**config.mk**
```make
export PLATFORM = sky130hd
export DESIGN_NAME = seq_lock
export DESIGN_NICKNAME = d
export VERILOG_FILES = /design/src/rtl/seq_lock_pkg.sv /design/src/rtl/lock_timer.sv /design/src/rtl/seq_lock.sv
export SDC_FILE = /design/constraint.sdc
export NUM_CORES = 1
export LEC_CHECK = 0
export BUFFER_PORTS_ARGS = -buffer_cell sky130_fd_sc_hd__buf_4
export CAP_MARGIN = 20
export CORE_UTILIZATION = 60
export DETAILED_ROUTE_END_ITERATION = 12
export PLACE_DENSITY_LB_ADDON = 0.2
export SYNTH_ARGS = -nofsm -noshare
export SYNTH_HDL_FRONTEND = slang
export SYNTH_SLANG_ARGS = --single-unit
```
**constraint.sdc**
```tcl
create_clock -name sysclk -period 5.1 [get_ports sysclk]
set_input_delay 1.53 -clock sysclk [delete_from_list [all_inputs] [get_ports sysclk]]
set_output_delay 1.53 -clock sysclk [all_outputs]
set_load 0.02 [all_outputs]
```
**src/rtl/seq_lock_pkg.sv**
```systemverilog
// Shared types and constants for the seq_lock keypad lock: state encoding,
// code geometry and the width of the shared down-counting timer.
package seq_lock_pkg;

  localparam int DIGIT_W  = 2;
  localparam int CODE_LEN = 4;
  localparam int TIMER_W  = 24;
  localparam int CODE_W   = DIGIT_W * CODE_LEN;
  localparam int CNT_W    = 3;

  typedef enum logic [1:0] {
    ST_IDLE,
    ST_ENTRY,
    ST_OPEN,
    ST_LOCKOUT
  } state_e;

  typedef logic [DIGIT_W-1:0] digit_t;
  typedef logic [CNT_W-1:0]   cnt_t;

  // Increment that sticks at the all-ones value instead of wrapping.
  function automatic cnt_t sat_inc(input cnt_t v);
    return (v == '1) ? v : v + cnt_t'(1);
  endfunction

endpackage

```
**src/rtl/lock_timer.sv**
```systemverilog
// Shared down-counting hold timer for seq_lock. A load of N raises expired
// on the Nth cycle after the load edge; expiry disarms the timer.
module lock_timer
  import seq_lock_pkg::*;
(
  input  logic               sysclk,
  input  logic               reset_n,
  input  logic               load,
  input  logic [TIMER_W-1:0] load_val,
  output logic               expired
);

  logic [TIMER_W-1:0] count;
  logic               armed;

  // The load cycle counts as the first held cycle, so N-1 is stored.
  // NOTE: sequential state is written with non-blocking assignments only;
  // combinational blocks use blocking assignments.
  always_ff @(posedge sysclk or negedge reset_n) begin
    if (!reset_n) begin
      count <= '0;
      armed <= 1'b0;
    end else if (load) begin
      count <= (load_val == '0) ? '0 : load_val - TIMER_W'(1);
      armed <= 1'b1;
    end else if (armed) begin
      if (count == '0) begin
        armed <= 1'b0;
      end else begin
        count <= count - TIMER_W'(1);
      end
    end
  end

  assign expired = armed && (count == '0);

endmodule

```
**src/rtl/seq_lock.sv**
```systemverilog
// Four-digit sequence lock: collects debounced key presses, opens on the right
// code and counts failures. Macro SEQ_LOCK_LOCKOUT_EN adds a timed lockout state.
module seq_lock
  import seq_lock_pkg::*;
#(
  parameter logic [CODE_W-1:0]  CODE        = 8'b01_11_00_10,
  parameter logic [TIMER_W-1:0] TIMEOUT_CYC = 24'd10_000_000,
  parameter logic [TIMER_W-1:0] UNLOCK_CYC  = 24'd5_000_000,
  parameter logic [TIMER_W-1:0] LOCKOUT_CYC = 24'd15_000_000,
  parameter int                 MAX_FAIL    = 3
) (
  input  logic             sysclk,
  input  logic             reset_n,
  input  logic             X0_deb,
  input  logic             X1_deb,
  input  logic             X2_deb,
  input  logic             X3_deb,
  output logic             unlocked,
  output logic             error,
  output logic             locked_out,
  output logic [CNT_W-1:0] digit_cnt,
  output logic [CNT_W-1:0] fail_cnt
);

  state_e             state, state_d;
  logic               mismatch, mismatch_d;
  cnt_t               digit_cnt_d, fail_cnt_d;
  logic               error_d, unlocked_d;
  logic               press;
  digit_t             press_digit;
  logic               digit_bad;
  logic               tmr_load;
  logic [TIMER_W-1:0] tmr_val;
  logic               tmr_expired;

  lock_timer u_timer (
    .sysclk   (sysclk),
    .reset_n  (reset_n),
    .load     (tmr_load),
    .load_val (tmr_val),
    .expired  (tmr_expired)
  );

  // Exactly one key high is a press; chords and idle are ignored alike.
  // NOTE: every signal written in an always_comb gets a default first, so no
  // path through the block can infer a latch.
  always_comb begin
    press       = 1'b0;
    press_digit = '0;
    case ({X3_deb, X2_deb, X1_deb, X0_deb})
      4'b0001: begin press = 1'b1; press_digit = 2'd0; end
      4'b0010: begin press = 1'b1; press_digit = 2'd1; end
      4'b0100: begin press = 1'b1; press_digit = 2'd2; end
      4'b1000: begin press = 1'b1; press_digit = 2'd3; end
      default: begin press = 1'b0; press_digit = '0;   end
    endcase
  end

  // digit_cnt doubles as the index of the code digit expected next.
  assign digit_bad = (press_digit != CODE[DIGIT_W*digit_cnt[1:0] +: DIGIT_W]);

  always_ff @(posedge sysclk or negedge reset_n) begin
    if (!reset_n) begin
      state     <= ST_IDLE;
      mismatch  <= 1'b0;
      digit_cnt <= '0;
      fail_cnt  <= '0;
      unlocked  <= 1'b0;
      error     <= 1'b0;
    end else begin
      state     <= state_d;
      mismatch  <= mismatch_d;
      digit_cnt <= digit_cnt_d;
      fail_cnt  <= fail_cnt_d;
      unlocked  <= unlocked_d;
      error     <= error_d;
    end
  end

  always_comb begin
    state_d     = state;
    mismatch_d  = mismatch;
    digit_cnt_d = digit_cnt;
    fail_cnt_d  = fail_cnt;
    error_d     = 1'b0;
    tmr_load    = 1'b0;
    tmr_val     = TIMEOUT_CYC;
    case (state)
      ST_IDLE: begin
        if (press) begin
          mismatch_d  = digit_bad;
          digit_cnt_d = cnt_t'(1);
          tmr_load    = 1'b1;
          tmr_val     = TIMEOUT_CYC;
          state_d     = ST_ENTRY;
        end
      end
      ST_ENTRY: begin
        // A press in the expiry cycle is still taken: press has priority.
        if (press) begin
          if (digit_cnt == cnt_t'(CODE_LEN - 1)) begin
            mismatch_d = 1'b0;
            if (mismatch || digit_bad) begin
              error_d     = 1'b1;
              fail_cnt_d  = sat_inc(fail_cnt);
              digit_cnt_d = '0;
              state_d     = ST_IDLE;
`ifdef SEQ_LOCK_LOCKOUT_EN
              if (int'(fail_cnt_d) >= MAX_FAIL) begin
                state_d  = ST_LOCKOUT;
                tmr_load = 1'b1;
                tmr_val  = LOCKOUT_CYC;
              end
`endif
            end else begin
              fail_cnt_d  = '0;
              digit_cnt_d = cnt_t'(CODE_LEN);
              tmr_load    = 1'b1;
              tmr_val     = UNLOCK_CYC;
              state_d     = ST_OPEN;
            end
          end else begin
            mismatch_d  = mismatch || digit_bad;
            digit_cnt_d = digit_cnt + cnt_t'(1);
            tmr_load    = 1'b1;
            tmr_val     = TIMEOUT_CYC;
          end
        end else if (tmr_expired) begin
          mismatch_d  = 1'b0;
          digit_cnt_d = '0;
          state_d     = ST_IDLE;
        end
      end
      ST_OPEN: begin
        if (tmr_expired) begin
          digit_cnt_d = '0;
          state_d     = ST_IDLE;
        end
      end
`ifdef SEQ_LOCK_LOCKOUT_EN
      ST_LOCKOUT: begin
        if (tmr_expired) begin
          fail_cnt_d = '0;
          state_d    = ST_IDLE;
        end
      end
`endif
      default: state_d = ST_IDLE;
    endcase
  end

  // Status flags are decoded from the next state and registered with it.
  always_comb begin
    unlocked_d = (state_d == ST_OPEN);
  end

`ifdef SEQ_LOCK_LOCKOUT_EN
  logic locked_out_d;

  always_comb begin
    locked_out_d = (state_d == ST_LOCKOUT);
  end

  always_ff @(posedge sysclk or negedge reset_n) begin
    if (!reset_n) begin
      locked_out <= 1'b0;
    end else begin
      locked_out <= locked_out_d;
    end
  end
`else
  // Lockout parameters have no consumer in this build; fold them into a sink.
  logic unused_lockout_cfg;
  assign unused_lockout_cfg = ^{LOCKOUT_CYC, 32'(MAX_FAIL)};
  assign locked_out = 1'b0;
`endif

endmodule

```
# ---- Word-level counts from Yosys, hierarchy flattened
# Index checks and enable logic that the tools add are counted.
dict set report op_classes {
  eq_ne 14
  n_reduce_logical 13
  mux 41
  n_shift 1
  add_sub_neg 4
}
# cell n
set ops {}
lappend ops {{24-bit two-way mux} 8}
lappend ops {{24-bit zero test} 2}
lappend ops {{24-bit by 1-bit subtractor with 24-bit output (second input constant)} 2}
lappend ops {{3-bit two-way mux} 7}
lappend ops {{1-bit two-way mux} 16}
lappend ops {{2-bit case mux with 3 select lines} 2}
lappend ops {{2-bit two-way mux} 5}
lappend ops {{3-bit case mux with 3 select lines} 1}
lappend ops {{8-bit by 4-bit indexed part select with 2-bit output (first input constant)} 1}
lappend ops {{3-bit by 1-bit adder with 3-bit output (second input constant)} 2}
lappend ops {{2-bit inequality test (second input constant)} 3}
lappend ops {{2-bit == test (second input constant)} 2}
lappend ops {{4-bit by 1-bit == test with 1-bit output (second input constant)} 1}
lappend ops {{4-bit by 2-bit == test with 1-bit output (second input constant)} 1}
lappend ops {{4-bit by 3-bit == test with 1-bit output (second input constant)} 1}
lappend ops {{4-bit == test (second input constant)} 1}
lappend ops {{1-bit case mux with 2 select lines} 2}
lappend ops {{2-bit AND reduction} 2}
lappend ops {{4-bit AND reduction} 1}
lappend ops {{2-bit nonzero test} 2}
lappend ops {{4-bit OR reduction} 1}
lappend ops {{3-bit by 2-bit == test with 1-bit output (second input constant)} 1}
lappend ops {{3-bit == test (second input constant)} 1}
lappend ops {{3-bit inequality test (second input constant)} 1}
lappend ops {{other kinds (7)} 7}
dict set report word_totals {
  wordCells 81
  out_inout_bits 9
  reg_bits 36
  in_bits 6
}

# ---- Logic depth before layout (Yosys ltp)
dict set report logic_depth {
  depth_word 11
  depth_mapped 10
  depth_no_buf 9
}

# ---- Cells and area by module
# From an unflattened synthesis, not the netlist that was laid out.
dict set report unflattened {
  hier_cells 335
  hier_area_um2 2910.3
}
# mod instances cells_per_inst seq_area_each_um2 area_each_um2
set modules_own_cells {}
lappend modules_own_cells {lock_timer 1 230 625.6 1989.4}
lappend modules_own_cells {seq_lock 1 105 275.3 920.9}

# ---- Worst setup path after synthesis
# No wires, ideal clock.
dict set report synth_path {
  path_type {input to register}
  from {input X3_deb}
  to {register u_timer.count[7]}
  setup_slack_ns 1.525
  setup_ns 0.079
  cell_stages 9
  arrival_ns 3.495
  path_buffers 2
  required_time_ns 5.021
  cell_sequence {buf_6 -> o21a_1 -> a2111o_1 -> a21bo_2 -> nor3_2 -> buf_4 -> inv_1 -> ha_1 -> mux2i_1}
}
dict set report synth_via {
  elab_chain_len 11
  elab_cells_between_ends 25
  classes_between {1 x add/sub; 6 x eq/ne; 13 x mux; 5 x reduce/logical}
}
# item line
set synth_rtl {}
lappend synth_rtl {{start: declaration} seq_lock.sv:17} ;# input logic X3_deb,
lappend synth_rtl {{4-bit == test (tied with other cells)} seq_lock.sv:50} ;# case ({X3_deb, X2_deb, X1_deb, X0_deb})
lappend synth_rtl {{2-bit case mux with 3 select lines} seq_lock.sv:50}
lappend synth_rtl {{2-bit inequality test} seq_lock.sv:60} ;# assign digit_bad = (press_digit != CODE[DIGIT_W*digit_cnt[1:0] +: DIGIT_W]);
lappend synth_rtl {{1-bit logical OR} seq_lock.sv:103} ;# if (mismatch || digit_bad) begin
lappend synth_rtl {{24-bit two-way mux} seq_lock.sv:103}
lappend synth_rtl {{24-bit two-way mux} seq_lock.sv:101} ;# if (digit_cnt == cnt_t'(CODE_LEN - 1)) begin
lappend synth_rtl {{24-bit two-way mux} seq_lock.sv:100} ;# if (press) begin
lappend synth_rtl {{24-bit two-way mux} -}
lappend synth_rtl {{24-bit by 1-bit subtractor with 24-bit output or 24-bit zero test (tied branches)} lock_timer.sv:24} ;# count <= (load_val == '0) ? '0 : load_val - TIMER_W'(1);
lappend synth_rtl {{24-bit two-way mux} lock_timer.sv:24}
lappend synth_rtl {{24-bit two-way mux} lock_timer.sv:23} ;# end else if (load) begin
lappend synth_rtl {{end signal: assignment} lock_timer.sv:24}
lappend synth_rtl {{end signal: assignment} lock_timer.sv:30} ;# count <= count - TIMER_W'(1);
lappend synth_rtl {{end: declaration} lock_timer.sv:13} ;# logic [TIMER_W-1:0] count;
# Parallel ways exist; a longest one is shown, timed or not.
# A chain may end at the register's enable or synchronous reset.

# ---- Worst setup path in the final report
dict set report layout_path {
  from {input X3_deb}
  to {register u_timer.count[22]}
}
# Same word-level chain as after synthesis.

==> impl_results.md <==
* Post-CTS Setup Inserts at 0
* Final hold violation count at 0
* Iteration-0 DRC Markers at 120
* Clock Latency Late Sink at between 0.2 and 0.3 ns
* Lkg Pwr at 1.089 nW
* Syn_nets at 269
* WHS Path Cells at 2
* Ratio of cells with drive above 1 in the final layout at 13.41%
* FFs w/ async S/R, synth at 100.0%
* Power per cell area at 345.5 nW/um^2
* Core footprint at 3689 sq um
* Yosys reg bits at 36
* CTS Hold Bufs at 0
* First-pass GRT wire length at ~7.4 mm
* Setup slack, reg-to-reg at 2.28 ns
* TritonCTS Buffers at 5
* Leading area contributor after synthesis: dfrtp_1
* Area Growth Syn to Fin at 9.567%
* TritonCTS Sinks at 36
* Root Buffer: clkbuf_8
* Worst setup path class: input pin to flip-flop
* Max_slew headroom at 54.30%
* Fin area at around 2500 sq um
* Top Ports at 15
* Placement Cell Area at 2410 sq um
* Final #Nets at around 280
* Starting Density at between 60% and 70%
* Total gr overflow at 0
* Netlist cell types at 58
* Min-Delay Endpoint: u_timer.count[5]
* Status: complete, no violations
* Multi-input combinational cell area at 1287 sq um
* Initial antenna violation count at 0
* DRC Markers at 0
* CTS clk-pin slew, worst paths at 0.07 ns
* Routed Antenna Nets at 0
* # H-tree levels at 2
* Die ar. at 4110 sq um
* IO Port Bufs at 13
* Post-DR vias/cell at 5.828
* Antenna Cells at 0
* Final setup violating endpoints at 0
* Main synth FF type: dfrtp_1
* CP Capture Type: flip-flop
* Rows at 22
* Most frequent cells in the layout: 36 x dfrtp_1, 23 x nand2_1, 19 x nor2_1
* WP data required at 5.28 ns
* Most common cell after layout, fill and taps aside: dfrtp_1
* Fin crit share at 66.77%
* Setup TNS at 0 ns
* HPWL Detailed at 3.116 mm
* Die X at 64.11 um
* Register area at 900.9 sq um
* R2r startpoint: digit_cnt[1]
* Area of the mapped netlist at 2315 sq um
* Reg2reg end: u_timer.count[22]
* DR pass1 iterations at 4
* Hold/Removal Path Class: flip-flop to flip-flop
* Post-synth top area share at about two fifths
* Slowest cell on the critical path: a211o_1
* Synth area leaders: dfrtp_1 39%, ha_1 7.0%, xor2_1 5.7%
* Bufs on Longest Clock Path at 2
* Min-delay src: u_timer.count[5]
* Critical Path Fanout Max at 18
* Crit start category: input pin
* RePlAce Congestion at 0.8538
* GRT Total Usage at a little under a quarter
* Cells after Synth at 250
* Post-CTS sizing at 0
* Avg Cell Area, Syn at just over 9 sq um
* CTS tree: built
* Skew final at 0.006352 ns
* Max Slew Vio Count at 0
* Fillers at 311
* Via Count at 1801
* Fmax at a little under 300 MHz
* Sequential cell area fraction in the yosys report at between 30 and 40%
* Vias in the first global route at 1646
* Worst EP arrival at 3.59 ns
* Synth warn at 0
* Routed length per placed instance at 14.10 um
* Reg2reg path depth at 8
* Pin count of the biggest net entering global routing at 37
* Worst vdd ir at 0.2233 mV
* RSZ-0062 raised after global routing: no
* Total Wirelength at 4.358 mm
* Tmin final at around 3.4 ns
* EDFF count, synth at 0
* Worst-path cell chain: buf_4 > xnor2_1 > nor4_1 > o221ai_1 > a211o_1 > and3_1 > o32a_1
* Max-cap violations at 0
* Die height at 64.11 um
* Worst path max stage delay at 0.59 ns
* Worst Tran Pin Value at 0.6843 ns
-- cells in the mapped netlist (2+ instances only) --
cell and number:
mux2i_1 3, and3_1 4, and2_1 4, a211o_1 3
o21ai_0 8, nand3b_1 2, nand3_1 6, nor3_1 11
nand2_1 23, nand4_1 3, nor3_2 2, buf_4 2
o22ai_1 2, nand2b_1 3, xnor2_1 3, a31oi_1 7
or4_1 2, ha_1 13, a22o_1 2, nor2_1 19
xor2_1 15, nor4_1 3, a21oi_1 13, buf_6 3
nand4b_1 4, clkbuf_1 6, inv_1 15, dfrtp_1 36
nor2b_1 3, nor4b_1 2
-- state kept, by name (all words and copies together) (netlist names) --
name	count
u_timer.count	24
digit_cnt	3
fail_cnt	3
state	2
error	1
mismatch	1
u_timer.armed	1
unlocked	1
-- worst max-delay path by stage --
stage / cells past startpoint / to / slack (ns) / start
2_1_floorplan: 9 / u_timer.count[7] / 1.53 / X3_deb
3_3_place_gp: 7 / u_timer.count[22] / 1.41 / X2_deb
3_5_place_dp: 7 / u_timer.count[22] / 1.39 / X2_deb
4_1_cts: 7 / u_timer.count[22] / 1.71 / X2_deb
5_1_grt: 7 / u_timer.count[22] / 1.55 / X3_deb
6_report: 7 / u_timer.count[22] / 1.69 / X3_deb
-- metal layers --
metal / global-route usage [%] / vias up / wire length (um)
li1: - / 919 / -
met2: 36.30 / 40 / 1923
met4: 6.667 / 0 / 52
met1: 33.29 / 836 / 2222
met3: 4.821 / 6 / 160
met5: 0 / - / 0
-- critical path: cells and delay by family --
| kind | cells | cell delay, ns |
|---|---|---|
| xor+xnor | 1 | 0.14 |
| compound gates | 3 | 1.24 |
| simple gates | 2 | 0.54 |
| buf+inv | 1 | 0.14 |
-- final cells by class --
| type | instances | share of cell area [%] |
|---|---|---|
| multi-input combinational | 187 | 50.76 |
| timing repair buffer | 15 | 4.736 |
| clock inverter | 3 | 1.677 |
| tap | 48 | 2.368 |
| inverter | 15 | 2.220 |
| clock buffer | 5 | 2.713 |
| sequential | 36 | 35.52 |
-- where the power goes --
part | internal, mW | switching [mW]
clock | 0.145 | 0.105
sequential | 0.320 | 0.0282
combinational | 0.108 | 0.171
total | 0.572 | 0.304
-- logic make-up (layout without fill, tap and decap cells) --
logic type | Yosys count | count (layout) | share of synthesized area (%)
adder cells (fa/ha/maj) | 13 | 13 | 7.027
buffers and inverters | 27 | 38 | 5.729
AO/OA/AOI/OAI | 53 | 53 | 16.06
multiplexers | 4 | 4 | 1.784
AND/OR/NAND/NOR | 98 | 98 | 23.51
other | 1 | 1 | 0.1620
flip-flops | 36 | 36 | 38.92
XOR/XNOR | 18 | 18 | 6.811
-- per-stage QoR --
stage	util [%]	hold slack (ns)	std cells	power [mW]	worst slack (ns)
finish	68.76	0.5339	309	0.8763	1.695
floorplan	-	0.4776	250	0.5631	1.525
detailed placement	65.33	0.5164	300	0.6300	1.390
global placement	65.33	0.5028	300	0.6246	1.406
CTS	68.35	0.5339	308	0.8830	1.705
global route	68.76	0.5658	309	0.9295	1.553
Power figures use the tool's default switching activity.
